**config.mk**
```make
export PLATFORM = sky130hd
export DESIGN_NAME = frame_cmd_executor
export DESIGN_NICKNAME = d
export VERILOG_FILES = /design/src/rtl/frame_cmd_executor.sv
export SDC_FILE = /design/constraint.sdc
export NUM_CORES = 1
export LEC_CHECK = 0
export CORE_ASPECT_RATIO = 0.5
export CORE_MARGIN = 2
export CORE_UTILIZATION = 35
export DETAILED_ROUTE_END_ITERATION = 10
export PLACE_DENSITY = 0.66
export SYNTH_ARGS = -nofsm -noshare
export SYNTH_HDL_FRONTEND = slang
export SYNTH_SLANG_ARGS = --single-unit
```
**constraint.sdc**
```tcl
create_clock -name clk -period 3.25 [get_ports clk]
set_clock_uncertainty 0.05 [all_clocks]
set_input_delay 0.8125 -clock clk [delete_from_list [all_inputs] [get_ports clk]]
set_output_delay 0.8125 -clock clk [all_outputs]
set_load 0.03 [all_outputs]
```
**src/rtl/frame_cmd_executor.sv**
```systemverilog
// frame_cmd_executor: runs parsed host frames as bursts of AXI4-Lite beats.
// Optional per-phase timeout enabled by defining CMD_EXEC_TIMEOUT_EN.
module frame_cmd_executor #(
    parameter int unsigned TIMEOUT_CYCLES = 1024,
    parameter int unsigned MAX_BEATS      = 16
) (
    input  logic        clk,
    input  logic        rst,
    input  logic        frame_valid,
    output logic        frame_consumed,
    input  logic [7:0]  cmd_reg,
    input  logic [31:0] addr_reg,
    output logic [5:0]  data_rd_idx,
    input  logic [7:0]  data_rd_byte,
    output logic        resp_wr_en,
    output logic [5:0]  resp_wr_idx,
    output logic [7:0]  resp_wr_byte,
    output logic        done_valid,
    input  logic        done_ready,
    output logic [7:0]  done_status,
    output logic [4:0]  done_beats,
    output logic [31:0] m_awaddr,
    output logic        m_awvalid,
    input  logic        m_awready,
    output logic [31:0] m_wdata,
    output logic [3:0]  m_wstrb,
    output logic        m_wvalid,
    input  logic        m_wready,
    input  logic [1:0]  m_bresp,
    input  logic        m_bvalid,
    output logic        m_bready,
    output logic [31:0] m_araddr,
    output logic        m_arvalid,
    input  logic        m_arready,
    input  logic [31:0] m_rdata,
    input  logic [1:0]  m_rresp,
    input  logic        m_rvalid,
    output logic        m_rready
);

    localparam logic [7:0] ST_OK    = 8'h00;
    localparam logic [7:0] ST_LEN   = 8'h03;
    localparam logic [7:0] ST_TMO   = 8'h04;
    localparam logic [7:0] ST_ALIGN = 8'h05;
    localparam logic [7:0] ST_AXI   = 8'h06;

    typedef enum logic [3:0] {
        S_IDLE, S_CHECK, S_WLOAD, S_AWW, S_B,
        S_AR, S_R, S_RWR, S_NEXT, S_DONE, S_WACK
    } state_t;

    state_t      r_state;
    logic [7:0]  r_cmd;
    logic [31:0] r_addr;
    logic [3:0]  r_beat;
    logic [4:0]  r_beats;
    logic [1:0]  r_j;
    logic [5:0]  r_rcnt;
    logic [31:0] r_rdata;
    logic [7:0]  r_status;
    logic        r_done_valid;
    logic        r_frame_consumed;
    logic [5:0]  r_data_rd_idx;
    logic        r_resp_wr_en;
    logic [5:0]  r_resp_wr_idx;
    logic [7:0]  r_resp_wr_byte;
    logic [31:0] r_awaddr;
    logic        r_awvalid;
    logic [31:0] r_wdata;
    logic [3:0]  r_wstrb;
    logic        r_wvalid;
    logic        r_bready;
    logic [31:0] r_araddr;
    logic        r_arvalid;
    logic        r_rready;

    logic        w_rw;
    logic        w_fix;
    logic [1:0]  w_size;
    logic [1:0]  w_bpb_m1;
    logic [3:0]  w_strb;
    logic [1:0]  w_lane;
    logic        w_misal;
    logic [31:0] w_next_addr;
    logic        w_aw_done;
    logic        w_w_done;
    logic        w_tmo_hit;
    logic        w_unused_cfg;

    assign w_rw        = r_cmd[7];
    assign w_fix       = r_cmd[6];
    assign w_size      = r_cmd[5:4];
    assign w_lane      = r_addr[1:0] + r_j;
    assign w_misal     = ((w_size == 2'b01) && r_addr[0]) ||
                         ((w_size == 2'b10) && (r_addr[1:0] != 2'b00));
    assign w_next_addr = w_fix ? r_addr
                               : r_addr + {30'd0, w_bpb_m1} + 32'd1;
    assign w_aw_done   = !r_awvalid || m_awready;
    assign w_w_done    = !r_wvalid || m_wready;

    // Bytes-per-beat and write strobe for the current beat address.
    always_comb begin
        w_bpb_m1 = 2'd3;
        w_strb   = 4'b1111;
        unique case (w_size)
            2'b00: begin
                w_bpb_m1 = 2'd0;
                w_strb   = 4'b0001 << r_addr[1:0];
            end
            2'b01: begin
                w_bpb_m1 = 2'd1;
                w_strb   = r_addr[1] ? 4'b1100 : 4'b0011;
            end
            default: begin
                w_bpb_m1 = 2'd3;
                w_strb   = 4'b1111;
            end
        endcase
    end

`ifdef CMD_EXEC_TIMEOUT_EN
    localparam int TW = $clog2(TIMEOUT_CYCLES + 1) + 1;

    logic [TW-1:0] r_tmo;
    state_t        r_st_d;
    logic [TW-1:0] w_cnt;
    logic          w_phase;

    assign w_cnt     = (r_state == r_st_d) ? r_tmo + TW'(1) : '0;
    assign w_phase   = (r_state == S_AWW) || (r_state == S_B) ||
                       (r_state == S_AR)  || (r_state == S_R);
    assign w_tmo_hit = w_phase && (w_cnt == TW'(TIMEOUT_CYCLES - 1));
    assign w_unused_cfg = (MAX_BEATS == 0);

    // Cycles spent in the current state; restarts on every state change.
    always_ff @(posedge clk) begin
        if (!rst) begin
            r_tmo  <= '0;
            r_st_d <= S_IDLE;
        end else begin
            r_tmo  <= w_cnt;
            r_st_d <= r_state;
        end
    end
`else
    assign w_tmo_hit    = 1'b0;
    assign w_unused_cfg = (MAX_BEATS == 0) || (TIMEOUT_CYCLES == 0);
`endif

    // Frame sequencer: checks, AXI phases, response bytes, completion.
    always_ff @(posedge clk) begin
        if (!rst) begin
            r_state          <= S_IDLE;
            r_cmd            <= '0;
            r_addr           <= '0;
            r_beat           <= '0;
            r_beats          <= '0;
            r_j              <= '0;
            r_rcnt           <= '0;
            r_rdata          <= '0;
            r_status         <= '0;
            r_done_valid     <= 1'b0;
            r_frame_consumed <= 1'b0;
            r_data_rd_idx    <= '0;
            r_resp_wr_en     <= 1'b0;
            r_resp_wr_idx    <= '0;
            r_resp_wr_byte   <= '0;
            r_awaddr         <= '0;
            r_awvalid        <= 1'b0;
            r_wdata          <= '0;
            r_wstrb          <= '0;
            r_wvalid         <= 1'b0;
            r_bready         <= 1'b0;
            r_araddr         <= '0;
            r_arvalid        <= 1'b0;
            r_rready         <= 1'b0;
        end else begin
            r_frame_consumed <= 1'b0;
            r_resp_wr_en     <= 1'b0;
            unique case (r_state)
                S_IDLE: begin
                    if (frame_valid && !r_done_valid) begin
                        r_cmd   <= cmd_reg;
                        r_addr  <= addr_reg;
                        r_state <= S_CHECK;
                    end
                end
                S_CHECK: begin
                    r_beat        <= '0;
                    r_beats       <= '0;
                    r_j           <= '0;
                    r_rcnt        <= '0;
                    r_data_rd_idx <= '0;
                    if (w_size == 2'b11) begin
                        r_status <= ST_LEN;
                        r_state  <= S_DONE;
                    end else if (w_misal) begin
                        r_status <= ST_ALIGN;
                        r_state  <= S_DONE;
                    end else if (w_rw) begin
                        r_araddr  <= r_addr;
                        r_arvalid <= 1'b1;
                        r_state   <= S_AR;
                    end else begin
                        r_wdata <= '0;
                        r_state <= S_WLOAD;
                    end
                end
                S_WLOAD: begin
                    r_wdata[{w_lane, 3'b000} +: 8] <= data_rd_byte;
                    r_data_rd_idx <= r_data_rd_idx + 6'd1;
                    r_j           <= r_j + 2'd1;
                    if (r_j == w_bpb_m1) begin
                        r_j       <= '0;
                        r_awaddr  <= r_addr;
                        r_wstrb   <= w_strb;
                        r_awvalid <= 1'b1;
                        r_wvalid  <= 1'b1;
                        r_state   <= S_AWW;
                    end
                end
                S_AWW: begin
                    if (m_awready) r_awvalid <= 1'b0;
                    if (m_wready)  r_wvalid  <= 1'b0;
                    if (w_aw_done && w_w_done) begin
                        r_bready <= 1'b1;
                        r_state  <= S_B;
                    end else if (w_tmo_hit) begin
                        r_awvalid <= 1'b0;
                        r_wvalid  <= 1'b0;
                        r_status  <= ST_TMO;
                        r_state   <= S_DONE;
                    end
                end
                S_B: begin
                    if (m_bvalid) begin
                        r_bready <= 1'b0;
                        if (m_bresp != 2'b00) begin
                            r_status <= ST_AXI;
                            r_state  <= S_DONE;
                        end else begin
                            r_beats <= r_beats + 5'd1;
                            r_state <= S_NEXT;
                        end
                    end else if (w_tmo_hit) begin
                        r_bready <= 1'b0;
                        r_status <= ST_TMO;
                        r_state  <= S_DONE;
                    end
                end
                S_AR: begin
                    if (m_arready) begin
                        r_arvalid <= 1'b0;
                        r_rready  <= 1'b1;
                        r_state   <= S_R;
                    end else if (w_tmo_hit) begin
                        r_arvalid <= 1'b0;
                        r_status  <= ST_TMO;
                        r_state   <= S_DONE;
                    end
                end
                S_R: begin
                    if (m_rvalid) begin
                        r_rready <= 1'b0;
                        if (m_rresp != 2'b00) begin
                            r_status <= ST_AXI;
                            r_state  <= S_DONE;
                        end else begin
                            r_rdata <= m_rdata;
                            r_j     <= '0;
                            r_state <= S_RWR;
                        end
                    end else if (w_tmo_hit) begin
                        r_rready <= 1'b0;
                        r_status <= ST_TMO;
                        r_state  <= S_DONE;
                    end
                end
                S_RWR: begin
                    r_resp_wr_en   <= 1'b1;
                    r_resp_wr_idx  <= r_rcnt;
                    r_resp_wr_byte <= r_rdata[{w_lane, 3'b000} +: 8];
                    r_rcnt         <= r_rcnt + 6'd1;
                    r_j            <= r_j + 2'd1;
                    if (r_j == w_bpb_m1) begin
                        r_j     <= '0;
                        r_beats <= r_beats + 5'd1;
                        r_state <= S_NEXT;
                    end
                end
                S_NEXT: begin
                    if (r_beat == r_cmd[3:0]) begin
                        r_status <= ST_OK;
                        r_state  <= S_DONE;
                    end else begin
                        r_beat <= r_beat + 4'd1;
                        r_addr <= w_next_addr;
                        if (w_rw) begin
                            r_araddr  <= w_next_addr;
                            r_arvalid <= 1'b1;
                            r_state   <= S_AR;
                        end else begin
                            r_wdata <= '0;
                            r_state <= S_WLOAD;
                        end
                    end
                end
                S_DONE: begin
                    r_frame_consumed <= 1'b1;
                    r_done_valid     <= 1'b1;
                    r_state          <= S_WACK;
                end
                S_WACK: begin
                    if (done_ready) begin
                        r_done_valid <= 1'b0;
                        r_state      <= S_IDLE;
                    end
                end
                default: r_state <= S_IDLE;
            endcase
        end
    end

    assign frame_consumed = r_frame_consumed;
    assign data_rd_idx    = r_data_rd_idx;
    assign resp_wr_en     = r_resp_wr_en;
    assign resp_wr_idx    = r_resp_wr_idx;
    assign resp_wr_byte   = r_resp_wr_byte;
    assign done_valid     = r_done_valid;
    assign done_status    = r_status;
    assign done_beats     = r_beats;
    assign m_awaddr       = r_awaddr;
    assign m_awvalid      = r_awvalid;
    assign m_wdata        = r_wdata;
    assign m_wstrb        = r_wstrb;
    assign m_wvalid       = r_wvalid;
    assign m_bready       = r_bready;
    assign m_araddr       = r_araddr;
    assign m_arvalid      = r_arvalid;
    assign m_rready       = r_rready;

endmodule
```
Yosys cells after proc, flatten, opt, wreduce, memory -nomap -nowiden
Index checks and enable logic that the tools add are counted. W data, S select, Z words.

Reductions and logical operators: 46. Equal/unequal tests: 36. Muxes and demuxes: 75. Bitwise operators: 1. Add/sub/neg operators: 9. Shifts and indexed selects: 4.

Operators by type and width (number): $mux W32 (12); $pmux W32 S2 (2); $pmux W32 S3 (1); $mux W4 (14); $mux W8 (7); $pmux W4 S11 (1); $ne A2 B2 Y1 const B (20); $add A32 B1 Y32 const B (1); $add A32 B2 Y32 (1); $bwmux W32 (1); $pmux W8 S4 (1); $shift A8 B7 Y32 const A (1); $shiftx A32 B6 Y8 (1); $shiftx A8 B7 Y32 (1); $pmux W6 S2 (2); $reduce_bool A2 Y1 (11); $reduce_and A3 Y1 (7); $eq A4 B3 Y1 const B (4); $mux W1 (16); $pmux W4 S2 (2); $mux W5 (3); $pmux W5 S3 (1); $add A6 B1 Y6 const B (2); $eq A4 B4 Y1 const B (3); other kinds (34) (56).

Register bits: 229. Output and inout port bits: 141. Input bits: 93. Word-level logic and storage cells: 195.

Longest topological paths before layout
Depth after elaboration: 8. Mapped depth: 9. Depth with buffers taken out: 8.

Worst setup path before layout
No wires, ideal clock.

Path kind: register to register. Start: register r_cmd[5]. End: register r_araddr[26], in the netlist m_araddr[26]. Slack: 0.258 ns. Data required time: 3.126 ns. Setup time: 0.074 ns. Cell stages (with the launch flop): 10. Period minus slack after synthesis: 2.992 ns. Arrival: 2.868 ns. Buffers on the path: 1. Cells stage by stage: dfxtp_1 -> clkbuf_1 -> nor2_1 -> ha_1 -> fa_1 -> or3b_2 -> nor2_2 -> nand4_1 -> or4_1 -> a31oi_1.

Cells in the longest elaborated chain, start to end: 8. Elaborated cells on any way between the ends: 17. Those cells by class: add/sub (2); eq/ne (5); mux (5); reduce/logical (5).

RTL lines: from (decl) (RTL line 53) `logic [7:0] r_cmd;`; from (signal assigned) (RTL line 183) `r_cmd <= cmd_reg;`; $eq A2 B1 Y1 or $logic_not A2 Y1 (tied branches) (RTL line 94, 105); $pmux W2 S2 (RTL line 105) `unique case (w_size)`; $add A32 B2 Y32 (RTL line 97) `: r_addr + {30'd0, w_bpb_m1} + 32'd1;`; $add A32 B1 Y32 (RTL line 97); $mux W32 (RTL line 96) `assign w_next_addr = w_fix ? r_addr`; $mux W32 (RTL line 298) `if (w_rw) begin`; $mux W32 (RTL line 292) `if (r_beat == r_cmd[3:0]) begin`; $pmux W32 S2 (RTL line 180) `unique case (r_state)`; to (signal assigned) (RTL line 201) `r_araddr <= r_addr;`; to (signal assigned) (RTL line 299) `r_araddr <= w_next_addr;`; to (decl) (RTL line 73) `logic [31:0] r_araddr;`.

Parallel ways exist; a longest one is shown, timed or not. The select of a mux whose other input is x is not followed. A chain may end at the register's enable or synchronous reset.

Worst setup path in the final report
Start: register r_cmd[5]. End: register r_araddr[20], in the netlist m_araddr[20].

The elaborated chain is that of the path after synthesis.

==> impl_metrics.toml <==
[grt]
grt_use_total = 0.210
largest_net_degree_at_the_start_of_global_routing = 78
global_route_overflow = 0
first_pass_grt_wire_length_um = 53100
first_global_vias = 9921
number_of_antenna_violations_at_the_first_check_in_global_routing = 0

[finish]
area_growth_syn_to_layout_pct = 34.0
multiInputGateArea_um2 = 5490
drive_gt1_frac = 0.0873
insertedDiodeCount = 0
fillers = 2872
mostFrequentLayoutCells = "256 x sky130_fd_sc_hd__nand2_1, 227 x sky130_fd_sc_hd__clkdlybuf4s50_1, 223 x sky130_fd_sc_hd__dfxtp_1"
design.final.nets = 1591
commonest_non_fill_non_tap_cell_in_the_layout = "sky130_fd_sc_hd__nand2_1"
seqCellArea_um2 = 4490

[floorplan]
core.rowCount = 44
floorplan.io_pins = 234
die_area_um2 = 31300
start_util = 0.357
die_w_um = 248
die_extent_in_y_um = 126
fp.coreArea_um2 = 29200

[cts]
clock_tree.buffer_depth = 3
clk_transition_reported_paths_ns = 0.06
cts_made_buffers = 23
htree_levels = 1
hold_buffers = 0
cts_sinks = 224
cts_root_buf = "sky130_fd_sc_hd__clkbuf_16"
cts_tree = "built"
worst_skew_pair.late_latency_ns = 0.52

[logic_synthesis]
combinational_family_with_the_most_area_after_synthesis = "compound AO/OA/AOI/OAI gates"
post_synth_inst_count = 1293
synth-edff-count = 0
synth.mux.area_fraction = 0.0263
netlist.area_leader.share = 0.430
ys_top_cells_by_area = "sky130_fd_sc_hd__dfxtp_1 43%, sky130_fd_sc_hd__nand2_1 9.2%, sky130_fd_sc_hd__a21oi_1 7.2%, sky130_fd_sc_hd__o21ai_0 3.0%, sky130_fd_sc_hd__clkbuf_1 2.9%"
sequential_share_of_the_synthesized_area = 0.430
synth-adder-area-share = 0.0139
mappedNetlistArea_um2 = 10400
synth.ff_latch_count = 224
synth_async_sr_flop_share = 0
synth_largest_area_cell = "sky130_fd_sc_hd__dfxtp_1"
synth-simple-area-share = 0.227
compound_cell_area_share_of_the_yosys_netlist = 0.231
postSynthAreaPerCell_um2 = 8.07
yosysWarningCount = 0
synthXorXnorAreaFrac = 0.0227
synth_top_flop_cell = "sky130_fd_sc_hd__dfxtp_1"
synth.distinct_cells = 81

[timing]
max_freq_ghz = 0.341
relSlewSlack = 0.314
fin_ws_ns = 0.317
report.final.setup_viol = 0
setup_tns_ns = 0
hold_violations = 0
timing.final.crit_period_ns = 2.93
fin_crit_sh = 0.902
timing_worst_slew_pin_value_ns = 1.02
timing_max_transition_violations_final = 0
grt_setup_unrepaired = "no"

[critical_path]
critPathArrivalTime_ns = 3.33
timing.reg2reg.worst_path_depth = 9
cp_cell_sequence = "nor2_1 > ha_1 > fa_1 > or3b_2 > nor2_2 > nand4_1 > buf_4 > or4_1 > a31oi_1"
worstSetupStartpoint = "r_cmd[5]"
path_max_fanout = 7
r2r_start = "r_cmd[5]"
worst-endpoint-required_ns = 3.65
r2r_setup_slack_ns = 0.32
timing.critical_path.slowest_cell_delay_ns = 0.57
r2r_end = "m_araddr[20]"
crit_slowest_cell = "sky130_fd_sc_hd__or3b_2"
startpoint_type = "flip-flop"
kind_of_critical_path = "flip-flop to flip-flop"
type_of_element_capturing_the_critical_path = "flip-flop"
endpoint = "m_araddr[20]"

[job]
maxCapViolations = 0

[hold_path]
worstHoldPathType = "flip-flop to flip-flop"

[pwr]
power-per-cell-area_nw_per_um2 = 633
finalPower_mw = 8.85
p_leak_nw = 4.75
power.ir.vdd_worst_mv = 0.318

[placement]
dp.final_hpwl_um = 23800
pre_cts_ws_ns = 0.293
io_buffers = 228
finalWeightedCongestion = 0.875

[detailed_routing]
post_drt_via_cell_ratio = 5.42
routedWlPerCell_um = 17.8
drt_first_pass_iters = 5
route.vias.total = 10251
dr.first_iter.drc_count = 794
drcViolationCount = 0
wirelength_routed_um = 33600
drtAntennaViolNets = 0

[run_status]
status = "finished, final reports clean"
-- state kept, by name (all words and copies together) (netlist names), 2 cells and up --
register,count
resp_wr_byte,8
m_awaddr,32
m_wdata,32
r_state,4
r_rdata,32
r_cmd,8
data_rd_idx,6
r_beat,4
done_beats,5
done_status,3
r_j,2
r_rcnt,6
resp_wr_idx,6
m_araddr,32
r_addr,32
m_wstrb,4
-- how the worst min path moves through the flow --
stage | cells past startpoint | to | startpoint | slack [ns]
5_1_grt | 2 | r_rdata[12] | r_rdata[12] | 0.42
4_1_cts | 2 | r_rdata[12] | r_rdata[12] | 0.40
3_5_place_dp | 2 | r_rdata[12] | r_rdata[12] | 0.39
6_report | 2 | m_awaddr[17] | m_awaddr[17] | 0.40
2_1_floorplan | 2 | r_rdata[16] | r_rdata[16] | 0.38
3_3_place_gp | 2 | r_rdata[3] | r_rdata[3] | 0.39
-- cell usage after synthesis (5+ instances only) --
cell                        instances
sky130_fd_sc_hd__a211oi_1          21
sky130_fd_sc_hd__a21oi_1          150
sky130_fd_sc_hd__a22o_1             8
sky130_fd_sc_hd__a22oi_1            8
sky130_fd_sc_hd__a311oi_1          12
sky130_fd_sc_hd__a31oi_1           20
sky130_fd_sc_hd__a32o_1             8
sky130_fd_sc_hd__and2_1            10
sky130_fd_sc_hd__and3_1             5
sky130_fd_sc_hd__and4_1             6
sky130_fd_sc_hd__buf_1              9
sky130_fd_sc_hd__buf_2             14
sky130_fd_sc_hd__buf_4              5
sky130_fd_sc_hd__clkbuf_1          81
sky130_fd_sc_hd__dfxtp_1          224
sky130_fd_sc_hd__ha_1              10
sky130_fd_sc_hd__inv_1             12
sky130_fd_sc_hd__mux2i_1            6
sky130_fd_sc_hd__mux4_2             8
sky130_fd_sc_hd__nand2_1          256
sky130_fd_sc_hd__nand2b_1           6
sky130_fd_sc_hd__nand3_1           52
sky130_fd_sc_hd__nand4_1           12
sky130_fd_sc_hd__nor2_1            77
sky130_fd_sc_hd__nor2b_1            7
sky130_fd_sc_hd__nor3_1            19
sky130_fd_sc_hd__nor4_1            10
sky130_fd_sc_hd__o211ai_1           5
sky130_fd_sc_hd__o21a_1             7
sky130_fd_sc_hd__o21ai_0           62
sky130_fd_sc_hd__o22ai_1           15
sky130_fd_sc_hd__o2bb2ai_1         11
sky130_fd_sc_hd__o31ai_1           10
sky130_fd_sc_hd__or2_2              6
sky130_fd_sc_hd__or3_1              9
sky130_fd_sc_hd__or4_1              6
sky130_fd_sc_hd__xnor2_1           16
sky130_fd_sc_hd__xor2_1            11
-- power breakdown --
| group | internal (mW) | switching (mW) | leakage [nW] |
|---|---|---|---|
| registers | 3.01 | 0.339 | 1.81 |
| clock network | 1.57 | 1.13 | 0.370 |
| logic | 1.09 | 1.72 | 2.57 |
| total | 5.66 | 3.19 | 4.75 |
-- worst max-delay path: cells and delay by family (launching register included) --
kind	cells	cell delay [ns]
and+or+nand+nor	5	1.36
DFF	1	0.39
buffers and inverters	1	0.21
adders and majority gates	2	0.67
AOI/OAI and AO/OA	1	0.18
-- layout make-up --
cell class | count | area share
inverters | 12 | 0.00340
clock inverters | 8 | 0.00716
well taps | 391 | 0.0350
multi-input cells | 948 | 0.393
repair buffers | 278 | 0.194
clock buffers | 30 | 0.0466
flip-flops and latches | 224 | 0.321
-- timing repair --
action	4_1_cts	5_1_grt
resized for setup	0	1
setup buffers	0	0
endpoints found under the setup margin	0	1
-- metal layers --
| metal | vias up | track usage | share of wire |
|---|---|---|---|
| met5 | - | 0 | 0 |
| met4 | 0 | 0.0690 | 0.031 |
| met3 | 69 | 0.0369 | 0.052 |
| met2 | 303 | 0.354 | 0.48 |
| met1 | 4873 | 0.271 | 0.43 |
| li1 | 5006 | - | - |
-- stage by stage --
step / util / cells / instance area (µm²) / hold WS, ns
2_1_floorplan: - / 1297 / 10400 / 0.383
3_3_place_gp: 0.453 / 1853 / 13200 / 0.391
3_5_place_dp: 0.453 / 1853 / 13200 / 0.394
4_1_cts: 0.479 / 1891 / 14000 / 0.403
5_1_grt: 0.479 / 1891 / 14000 / 0.415
6_report: 0.479 / 1891 / 14000 / 0.402
-- kinds of logic after synthesis --
| family | count (synthesis) |
|---|---|
| xor+xnor | 27 |
| buf+inv | 125 |
| compound gates | 381 |
| other cells | 1 |
| flops | 224 |
| mux | 17 |
| simple gates | 507 |
| fa+ha+maj | 11 |
No activity file was read; power rests on OpenSTA's default activity.
==> RTL edit 1 (same flow settings) <==
Add a define of `CMD_EXEC_TIMEOUT_EN`.
--- a/src/rtl/frame_cmd_executor.sv
+++ b/src/rtl/frame_cmd_executor.sv
@@ -1,5 +1,7 @@
 // frame_cmd_executor: runs parsed host frames as bursts of AXI4-Lite beats.
 // Optional per-phase timeout enabled by defining CMD_EXEC_TIMEOUT_EN.
+`define CMD_EXEC_TIMEOUT_EN
+
 module frame_cmd_executor #(
     parameter int unsigned TIMEOUT_CYCLES = 1024,
     parameter int unsigned MAX_BEATS      = 16
Behaviour: no difference found for any inputs over 4 cycles, from zero or initial values and one cycle with rst low; that may be too few to reach the edited logic, so the function may still have changed.
==> RTL edit 1 against the original RTL <==
Wire length increased by 7.9%. Worst setup slack improved by 0.14 ns. Cell area increased by 10%. Sequential share of layout area decreased by 0.31 points. Die area increased by 12%. Count of clock-buffer cells in the layout increased by 1. Sequential cell count increased by 21. Critical endpoint is now r_addr[9]. Power increased by 22%. Synthesized area increased by 13%. Largest power group is now combinational logic.
==> RTL edit 1: results (changes against the original RTL) <==
antenna_found_initial: 2  # was 0
hold_path_class: "flip-flop to flip-flop"  # unchanged
postSynthAreaPerCell_um2: 8.10  # was 8.07 um^2
clock_latency_ns: 0.56  # was 0.52 ns
dp_hpwl_um: 25800  # was 23800 um
gp_congestion: 0.847  # was 0.875
grt_pass1_wl_um: 57300  # was 53100 um
port_buffers: 233  # was 228
synth_nets: 1555
ys.warnings.count: 0  # unchanged
postCtsSetupRepairBufs: 0  # unchanged
cts_buffer_depth: 3  # unchanged
avgRoutedWirePerCell_um: 17.2  # was 17.8 um
p_leak_nw: 5.30  # was 4.75 nW
cts_buffers: 25  # was 23
status: "finished, final reports clean"  # unchanged
layout.nets: 1759  # was 1591
async_flop_share: 0  # unchanged
cts_max_level: 1  # unchanged
finalHoldViolations: 0  # unchanged
ys_seq_area_frac: 0.418  # was 0.430
critPathTopFamily: "simple AND/OR/NAND/NOR gates"  # unchanged
cp_slowest_cell: "or4_1"  # was or3b_2
crit_type: "flip-flop to flip-flop"  # unchanged
root_buffer: "clkbuf_16"  # unchanged
dp_slack_ns: 0.229  # was 0.293 ns
placed_cell_area_mm2: 0.0146  # was 0.0132 mm^2
max_slew_margin: 0.321  # was 0.314
crit_fanout: 20  # was 7
fillCellCount: 3274  # was 2872
critPathMaxStageDelay_ns: 0.51  # was 0.57 ns
via_per_inst: 5.27  # was 5.42
irDropWorstVdd_v: 0.000404  # was 0.000318 V
grt_max_degree: 80  # was 78
post_cts_resized: 0  # unchanged
worst_setup_hold_path_clk_slew_ns: 0.07
yosys-top-cells-area: "dfxtp_1 42%, nand2_1 8.2%, a21oi_1 7.6%, o21ai_0 4.0%, nor2_1 3.7%"  # was dfxtp_1 43%, nand2_1 9.2%, a21oi_1 7.2%, o21ai_0 3.0%, clkbuf_1 2.9%
drtPass1Iterations: 5  # unchanged
track_usage: 0.200  # was 0.210
finalNonFillerCells: 2114  # was 1891
drt_iter0_drc: 892  # was 794
synthTopCellsByCount: "256 x nand2_1, 245 x dfxtp_1, 179 x a21oi_1"  # was 256 x nand2_1, 224 x dfxtp_1, 150 x a21oi_1
synth.most_common_cell: "nand2_1"  # unchanged
ys.flop_type: "dfxtp_1"  # unchanged
drive_above_1_share: 0.0922  # was 0.0873
synth_cell_types: 86  # was 81
grt_pass1_vias: 10400  # was 9921
## RTL edit 1: path summary, 6_finish.rpt
check                               startpoint             end  slack, ns  cells after the start
worst max-delay path                r_state[0]       r_addr[9]       0.46                      6
worst min-delay path            resp_wr_idx[0]  resp_wr_idx[0]       0.40                      2
worst min register to register  resp_wr_idx[0]  resp_wr_idx[0]       0.40                      2
worst max register to register      r_state[0]       r_addr[9]       0.46                      6
## RTL edit 1: worst register-to-register path: stages (launching register included)
cell and delay, ns:
dfxtp_1 0.49, buf_4 0.28, or3_1 0.44, or4_1 0.52
and2_1 0.45, a211oi_1 0.36, a211oi_1 0.08
## RTL edit 1: power by group
part           total (mW)  switching (mW)  internal [mW]
Clock                2.90            1.30           1.60
Sequential           3.85           0.499           3.35
Combinational        4.04            2.51           1.53
Total                10.8            4.30           6.48
## RTL edit 1: per-layer routing
layer  track usage  vias up  wire length (um)
li1              -     5504                 -
met1         0.268     5343             16200
met2         0.341      262             17700
met3        0.0307       41              1650
met4        0.0502        0               677
met5             0        -                 0
## RTL edit 1: cells by family after synthesis
family | share of synthesized area
compound gates | 0.216
xor+xnor | 0.0448
fa+ha+maj | 0.0153
buf+inv | 0.0489
flops | 0.418
mux | 0.0248
simple gates | 0.233
## RTL edit 1: layout make-up
type                    count  area [um^2]  area share
multi-input cells        1071         6270       0.406
flip-flops and latches    245         4900       0.318
repair buffers            286         2790       0.181
clock buffers              31          688      0.0446
well taps                 441          552      0.0357
clock inverters            14          124     0.00802
inverters                  24         95.1     0.00616
diodes                      2         5.00    0.000324
==> RTL edit 2 (config.mk and constraints unchanged) <==
Made on the original files. Put one more register stage on the output `done_status`, cleared by the reset. The value now appears one clock later. The other outputs are not delayed to match.
--- a/src/rtl/frame_cmd_executor.sv
+++ b/src/rtl/frame_cmd_executor.sv
@@ -327,7 +327,13 @@
     assign resp_wr_idx    = r_resp_wr_idx;
     assign resp_wr_byte   = r_resp_wr_byte;
     assign done_valid     = r_done_valid;
-    assign done_status    = r_status;
+    always_ff @(posedge clk) begin
+        if (!rst) begin
+            done_status <= '0;
+        end else begin
+            done_status <= r_status;
+        end
+    end
     assign done_beats     = r_beats;
     assign m_awaddr       = r_awaddr;
     assign m_awvalid      = r_awvalid;
Function: changed (Yosys sat finds a counterexample within 4 cycles, from zero or initial values and one cycle with rst low).
==> RTL edit 2 against the original RTL <==
Sequential cell count up 3. Cell area decreased by 1.7%. Die area down 1.8%. Sequential share of layout area rose by 0.97 points. Clock power hardly changed. Via count fell by 2.9%. Worst setup slack worse by 0.0059 ns. Largest power group unchanged. Power decreased by 0.31%. Critical path type unchanged. Synthesized area down 1.9%. Wire length decreased by 3.1%. First-iteration DRC count increased by 13%.
==> RTL edit 2: results (changes against the original RTL) <==
cp_slowest_cell: "or4b_2"  # was or3b_2
dp_slack_ns: 0.353  # was 0.293 ns
placed_cell_area_mm2: 0.0130  # was 0.0132 mm^2
grt_max_degree: 72  # was 78
cts_buffer_depth: 3  # unchanged
grt_pass1_vias: 9527  # was 9921
postCtsSetupRepairBufs: 0  # unchanged
avgRoutedWirePerCell_um: 17.3  # was 17.8 um
critPathTopFamily: "simple AND/OR/NAND/NOR gates"  # unchanged
netlist_instances: 1278  # was 1293
port_buffers: 228  # unchanged
synthTopCellsByCount: "265 x nand2_1, 227 x dfxtp_1, 157 x a21oi_1"  # was 256 x nand2_1, 224 x dfxtp_1, 150 x a21oi_1
cts_buffers: 22  # was 23
post_cts_resized: 0  # unchanged
placed_cells: 1839  # was 1853
drive_above_1_share: 0.0746  # was 0.0873
drt_iter0_drc: 896  # was 794
worst_setup_hold_path_clk_slew_ns: 0.07
ys_seq_area_frac: 0.444  # was 0.430
ys.warnings.count: 0  # unchanged
gp_congestion: 0.904  # was 0.875
cts_max_level: 1  # unchanged
met1_usage: 0.277  # was 0.271
fillCellCount: 2756  # was 2872
root_buffer: "clkbuf_16"  # unchanged
vias: 9958  # was 10300
critPathMaxStageDelay_ns: 0.84  # was 0.57 ns
grtUsageMet2: 0.349  # was 0.354
hold_path_class: "flip-flop to flip-flop"  # unchanged
irDropWorstVdd_v: 0.000417  # was 0.000318 V
dp_hpwl_um: 23400  # was 23800 um
ys.flop_type: "dfxtp_1"  # unchanged
track_usage: 0.207  # was 0.210
status: "finished, final reports clean"  # unchanged
p_leak_nw: 4.70  # was 4.75 nW
use_met3: 0.0317  # was 0.0369
yosys-top-cells-area: "dfxtp_1 44%, nand2_1 9.7%, a21oi_1 7.7%, nor2_1 3.5%, o21ai_0 3.1%"  # was dfxtp_1 43%, nand2_1 9.2%, a21oi_1 7.2%, o21ai_0 3.0%, clkbuf_1 2.9%
crit_fanout: 18  # was 7
max_slew_margin: 0.480  # was 0.314
antenna_found_initial: 1  # was 0
grt_pass1_wl_um: 51700  # was 53100 um
worstPathArrival_ns: 3.32  # was 3.33 ns
drtPass1Iterations: 5  # unchanged
synth_cell_types: 69  # was 81
wl_um: 32600  # was 33600 um
async_flop_share: 0  # unchanged
layout.nets: 1576  # was 1591
clock_latency_ns: 0.52  # about the same
## RTL edit 2: cell count changes after synthesis, sizes merged, moves of 7 or more
cell,before,now
nor2,78,96
a211oi,21,30
o31ai,10,3
clkbuf,84,74
a31oi,20,12
nand2,256,265
xor2,11,18
nand3,52,36
## RTL edit 2: cell families after synthesis
family | share of synthesized area
compound gates | 0.217
fa+ha+maj | 0.0142
xor+xnor | 0.0334
simple gates | 0.220
mux | 0.0227
flops | 0.444
buf+inv | 0.0477
other cells | 0.000366
## RTL edit 2: power breakdown
| part | leakage [nW] | internal, mW | switching [mW] |
|---|---|---|---|
| combinational | 2.48 | 1.03 | 1.67 |
| clock | 0.375 | 1.59 | 1.11 |
| sequential | 1.84 | 3.05 | 0.361 |
## RTL edit 2: worst reg2reg max path: stages (launching register included)
cell,delay (ns)
dfxtp_1,0.51
or4b_2,0.84
a211oi_2,0.31
nand3_1,0.47
o21ai_0,0.31
a21oi_1,0.11
a311oi_1,0.26
## RTL edit 2: path summary, 6_finish.rpt
path | from | cells after the start | slack (ns) | to
max | r_state[0] | 6 | 0.31 | r_addr[25]
min | resp_wr_byte[3] | 2 | 0.40 | resp_wr_byte[3]
max reg2reg | r_state[0] | 6 | 0.31 | r_addr[25]
min reg2reg | resp_wr_byte[3] | 2 | 0.40 | resp_wr_byte[3]
## RTL edit 2: cell type report
type                    count  area [um^2]  area share
clock inverters             6         83.8     0.00610
inverters                  15         58.8     0.00428
clock buffers              33          673      0.0490
diodes                      1         2.50    0.000182
well taps                 391          489      0.0356
repair buffers            270         2640       0.192
flip-flops and latches    227         4540       0.331
multi-input cells         936         5250       0.382
## RTL edit 2: per-layer routing
metal	vias to the layer above	wire length (um)
li1	4880	-
met3	41	1720
met2	292	15900
met1	4745	14300
met4	0	609
met5	-	0
